--- config.mk ---
export PLATFORM = sky130hd
export DESIGN_NAME = div_unit
export DESIGN_NICKNAME = d
export VERILOG_FILES = /design/src/rtl/div_unit.sv
export SDC_FILE = /design/constraint.sdc
export NUM_CORES = 1
export LEC_CHECK = 0
export ABC_AREA = 0
export ABC_CLOCK_PERIOD_IN_PS = 7280
export BUFFER_PORTS_ARGS = -buffer_cell sky130_fd_sc_hd__buf_2
export CAP_MARGIN = 20
export CORE_MARGIN = 5
export CORE_UTILIZATION = 35
export DETAILED_ROUTE_END_ITERATION = 7
export GPL_ROUTABILITY_DRIVEN = 1
export HOLD_SLACK_MARGIN = 0.02
export SYNTH_ARGS = -nofsm -noshare
export SYNTH_HDL_FRONTEND = slang
export SYNTH_SLANG_ARGS = --single-unit
--- constraint.sdc ---
create_clock -name clk -period 7.28 [get_ports clk]
set_input_delay 0.728 -clock clk [delete_from_list [all_inputs] [get_ports clk]]
set_output_delay 0.728 -clock clk [all_outputs]
set_load 0.05 [all_outputs]
--- src/rtl/div_unit.sv ---
// Multi-cycle radix-2 restoring divider producing quotient (lo) and remainder (hi).
// One quotient bit per clock; busy stalls the pipeline, annul drops a flushed divide.
module div_unit #(
  parameter int WIDTH = 32
) (
  input  logic             clk,
  input  logic             rst,
  input  logic             start,
  input  logic             hassign,
  input  logic [WIDTH-1:0] a,
  input  logic [WIDTH-1:0] b,
  input  logic             annul,
  output logic             busy,
  output logic             ready,
  output logic [WIDTH-1:0] hi,
  output logic [WIDTH-1:0] lo
);

  localparam int CW = $clog2(WIDTH);

  localparam logic [1:0] IDLE = 2'd0;
  localparam logic [1:0] DIV  = 2'd1;
  localparam logic [1:0] DONE = 2'd2;

  logic [1:0]       state_reg;
  logic [CW-1:0]    counter_reg;
  logic [WIDTH-1:0] divisor_reg;
  logic [WIDTH-1:0] rem_reg;
  logic [WIDTH-1:0] quo_reg;
  logic [WIDTH-1:0] a_orig_reg;
  logic             sign_q_reg;
  logic             sign_r_reg;
  logic             div0_reg;
  logic             ready_reg;
  logic [WIDTH-1:0] hi_reg;
  logic [WIDTH-1:0] lo_reg;

  logic [WIDTH-1:0] a_mag;
  logic [WIDTH-1:0] b_mag;
  logic [WIDTH:0]   cand;
  logic [WIDTH:0]   diff;
  logic             ge;
  logic [WIDTH-1:0] rem_next;
  logic [WIDTH-1:0] quo_next;

  assign a_mag = (hassign && a[WIDTH-1]) ? -a : a;
  assign b_mag = (hassign && b[WIDTH-1]) ? -b : b;

  // The shifted-in bit makes the partial remainder WIDTH+1 bits wide, so the
  // compare/subtract has to be one bit wider than the operands.
  assign cand     = {rem_reg, quo_reg[WIDTH-1]};
  assign diff     = cand - {1'b0, divisor_reg};
  assign ge       = (cand >= {1'b0, divisor_reg});
  assign rem_next = ge ? diff[WIDTH-1:0] : cand[WIDTH-1:0];
  assign quo_next = {quo_reg[WIDTH-2:0], ge};

  always_ff @(posedge clk or posedge rst) begin
    if (rst) begin
      state_reg   <= IDLE;
      counter_reg <= '0;
      divisor_reg <= '0;
      rem_reg     <= '0;
      quo_reg     <= '0;
      a_orig_reg  <= '0;
      sign_q_reg  <= 1'b0;
      sign_r_reg  <= 1'b0;
      div0_reg    <= 1'b0;
      ready_reg   <= 1'b0;
      hi_reg      <= '0;
      lo_reg      <= '0;
    end else begin
      ready_reg <= 1'b0;
      case (state_reg)
        IDLE: begin
          if (start && !annul) begin
            divisor_reg <= b_mag;
            rem_reg     <= '0;
            quo_reg     <= a_mag;
            a_orig_reg  <= a;
            sign_q_reg  <= hassign & (a[WIDTH-1] ^ b[WIDTH-1]);
            sign_r_reg  <= hassign & a[WIDTH-1];
            div0_reg    <= (b == '0);
            counter_reg <= '0;
            state_reg   <= DIV;
          end
        end
        DIV: begin
          if (annul) begin
            state_reg <= IDLE;
          end else begin
            rem_reg     <= rem_next;
            quo_reg     <= quo_next;
            counter_reg <= counter_reg + 1'b1;
            if (counter_reg == CW'(WIDTH - 1))
              state_reg <= DONE;
          end
        end
        DONE: begin
          state_reg <= IDLE;
          if (!annul) begin
            ready_reg <= 1'b1;
            if (div0_reg) begin
              lo_reg <= '1;
              hi_reg <= a_orig_reg;
            end else begin
              lo_reg <= sign_q_reg ? -quo_reg : quo_reg;
              hi_reg <= sign_r_reg ? -rem_reg : rem_reg;
            end
          end
        end
        default: state_reg <= IDLE;
      endcase
    end
  end

  assign busy  = (state_reg != IDLE);
  assign ready = ready_reg;
  assign hi    = hi_reg;
  assign lo    = lo_reg;

endmodule
==> metrics <==
core area=~36000 µm²; critical path endpoint category=register; fmax=approximately 260 MHz; Synth area leaders=dfrtp_1, nand2_1, o21ai_0, xor2_1, a21oi_1; share of the synthesized area in the top cell type=between 40 and 50%; hold buffers post-CTS=0; adder-cell area share of the yosys netlist=slightly below 4%; Die ar.=40000 µm²; most frequent CP cell=o21ai_0; Worst IR Drop VDD=approximately 0.00016 V; crit path DAT=~4.2 ns; Tmin final=3.79 ns; main combinational cell family by area after synthesis=compound AO/OA/AOI/OAI gates; most common cell in the synthesized netlist=nand2_1; setup violators final=0; GRT Total Usage=between 15 and 20%; sequential share of the synthesized area=about two fifths; CTS resizes=0; max cap viols=0; Crit path depth=8; Pwr Density=roughly 350 nW/µm²; critical path type=reg -> reg; Cell Area, Synth=between 10000 and 15000 µm²; nature of the critical path startpoint=register; Wirelength per Cell=roughly 17 µm; CTS Buffer Depth=3; num ports=135; Fin Setup TNS=0 ns; Num CTS Buffers=26; Slew Limit Fails=0; Vias/cell=~5.3; 1st-iter DRT viols=just under 800; Tot Pwr=~0.0052 W; initial core utilization=between 30% and 40%; leak pwr=~6.7 nW; Final HPWL DP=26.9 mm; Crit-path slowest cell=a211o_1; #FFs+latches synth=203; number of global-route vias before repair=approximately 11000; via count=around 11000; crit path cell chain=ha_1 -> a21oi_1 -> o21ai_0 -> a211oi_1 -> o311ai_0 -> a211o_1 -> nand2_1 -> o21ai_0; largest net degree at the start of global routing=around 130; share of cells above drive strength 1=a little over an eighth; Core Rows=69; top post-synthesis cells by count=nand2_1, dfrtp_1, o21ai_0; Final period util=around 52%; postcts setup bufs=0; Post-synth top flop=dfrtp_1; Synth async-reset ratio=100%; Post-synth EDFFs=0; Reg clk slew, reported paths=0.06 ns; GP Congestion=~0.88; grt total ovfl=0; clk root buf=clkbuf_16; Ys Warns=0; Crit path max-delay family=compound AO/OA/AOI/OAI gates; PortBufs=134; Area Growth Syn to Fin=15.7%; antenna violations before repair=0; final hold violations=0; syn_nets=approximately 1700; CTS Sinks=between 200 and 250; Synth Area per Inst=8.20 µm²; die height=roughly 200 µm; R2R cell count=8; Slew Limit Headroom=a little under a third; mux cell area share after synthesis=1.11%; first-pass GRT wire length=between 50 and 60 mm; outcome=completed; Fin Clk Skew=a little over 0.03 ns; Compound-Gate Fraction of Synth Area=21.5%; post-synthesis simple-gate area fraction=just under 20%; DRC Markers=0; post-synthesis xor/xnor area fraction=9.83%; RSZ-0062 raised after global routing=false; slowest stage delay, CP=roughly 0.82 ns; CP Buf/Inv Count=0; worst hold path class=in -> async; H-Tree Depth=1; Mapped Cells=approximately 1500; TritonRoute pass-1 iters=5; worst slew pin tran=between 1 and 1.5 ns; ANT nets after route=0; CP Max Fanout=32; DRT Wirelength=between 30 and 40 mm; synth unique cells=68; CP required=7.71 ns; Layout Nets=1747; leading area contributor after synthesis=dfrtp_1; clk_lat worst skew=~0.55 ns; width of the die=approximately 200 µm; CTS tree=done
-- through the flow --
step           hold slack [ns]  instance area [µm²]  utilization [%]  instances  setup slack [ns]
2_1_floorplan            0.437                12600                -       1543              1.01
3_3_place_gp             0.456                13700             38.5       2071              3.57
3_5_place_dp             0.454                13700             38.5       2071              3.49
4_1_cts                  0.396                14600             40.9       2116              3.49
5_1_grt                  0.426                14600             41.0       2117              3.08
6_report                 0.396                14600             41.0       2118              3.49
-- routing by layer --
layer  GRT usage (%)  vias to the layer above  part of all wire [%]
met5               0                        -                     0
met4            3.55                        0                   1.7
met3            2.06                       45                   4.0
met2            29.4                      231                    45
met1            26.7                     5336                    49
li1                -                     5594                     -
-- logic make-up (layout without fill, tap and decap cells) --
group / after synthesis / in the layout
buffers and inverters: 135 / 248
AO/OA/AOI/OAI: 468 / 468
multiplexers: 14 / 14
flip-flops: 203 / 203
XOR/XNOR: 142 / 142
other: 0 / 1
adder cells (fa/ha/maj): 39 / 39
AND/OR/NAND/NOR: 542 / 542
-- worst paths after layout --
path | from | to | slack [ns]
max reg2reg | rem_reg[17] | rem_reg[28] | 3.49
max in group asynchronous | rst | rem_reg[28] | 5.60
min in group clk | a[16] | a_orig_reg[16] | 0.42
min | rst | ready | 0.40
min reg2reg | divisor_reg[28] | divisor_reg[28] | 0.47
max | rem_reg[17] | rem_reg[28] | 3.49
-- cell usage in the layout (no fill, tap or decap), types with 9 or more instances in the layout --
cell type	synthesis	final
a21oi_1	150	150
a32oi_1	9	9
and3_1	12	12
buf_2	3	134
buf_4	0	14
clkbuf_16	0	26
dfrtp_1	203	202
ha_1	38	38
inv_1	54	53
mux2i_1	14	14
nand2_1	270	269
nand2b_1	11	11
nand3_1	20	20
nor2_1	125	123
nor3_1	22	22
nor4_1	10	10
o21ai_0	199	199
o31ai_1	26	26
o41ai_1	16	16
or3_1	24	24
xnor2_1	54	54
xor2_1	88	88
-- layout make-up --
type                       instances  area (µm²)
fill                            3636       21000
multi-input combinational       1205        7080
sequential                       203        5080
timing repair buffer             149         803
clock buffer                      39         779
tap                              461         577
inverter                          54         210
clock inverter                     6        93.8
antenna                            1        2.50
-- power by group --
part / switching (W) / internal (W)
clock: 0.000495 / 0.000804
combinational: 0.00140 / 0.000859
sequential: 0.000291 / 0.00133
total: 0.00219 / 0.00299
(Power assumes the default switching activity.)
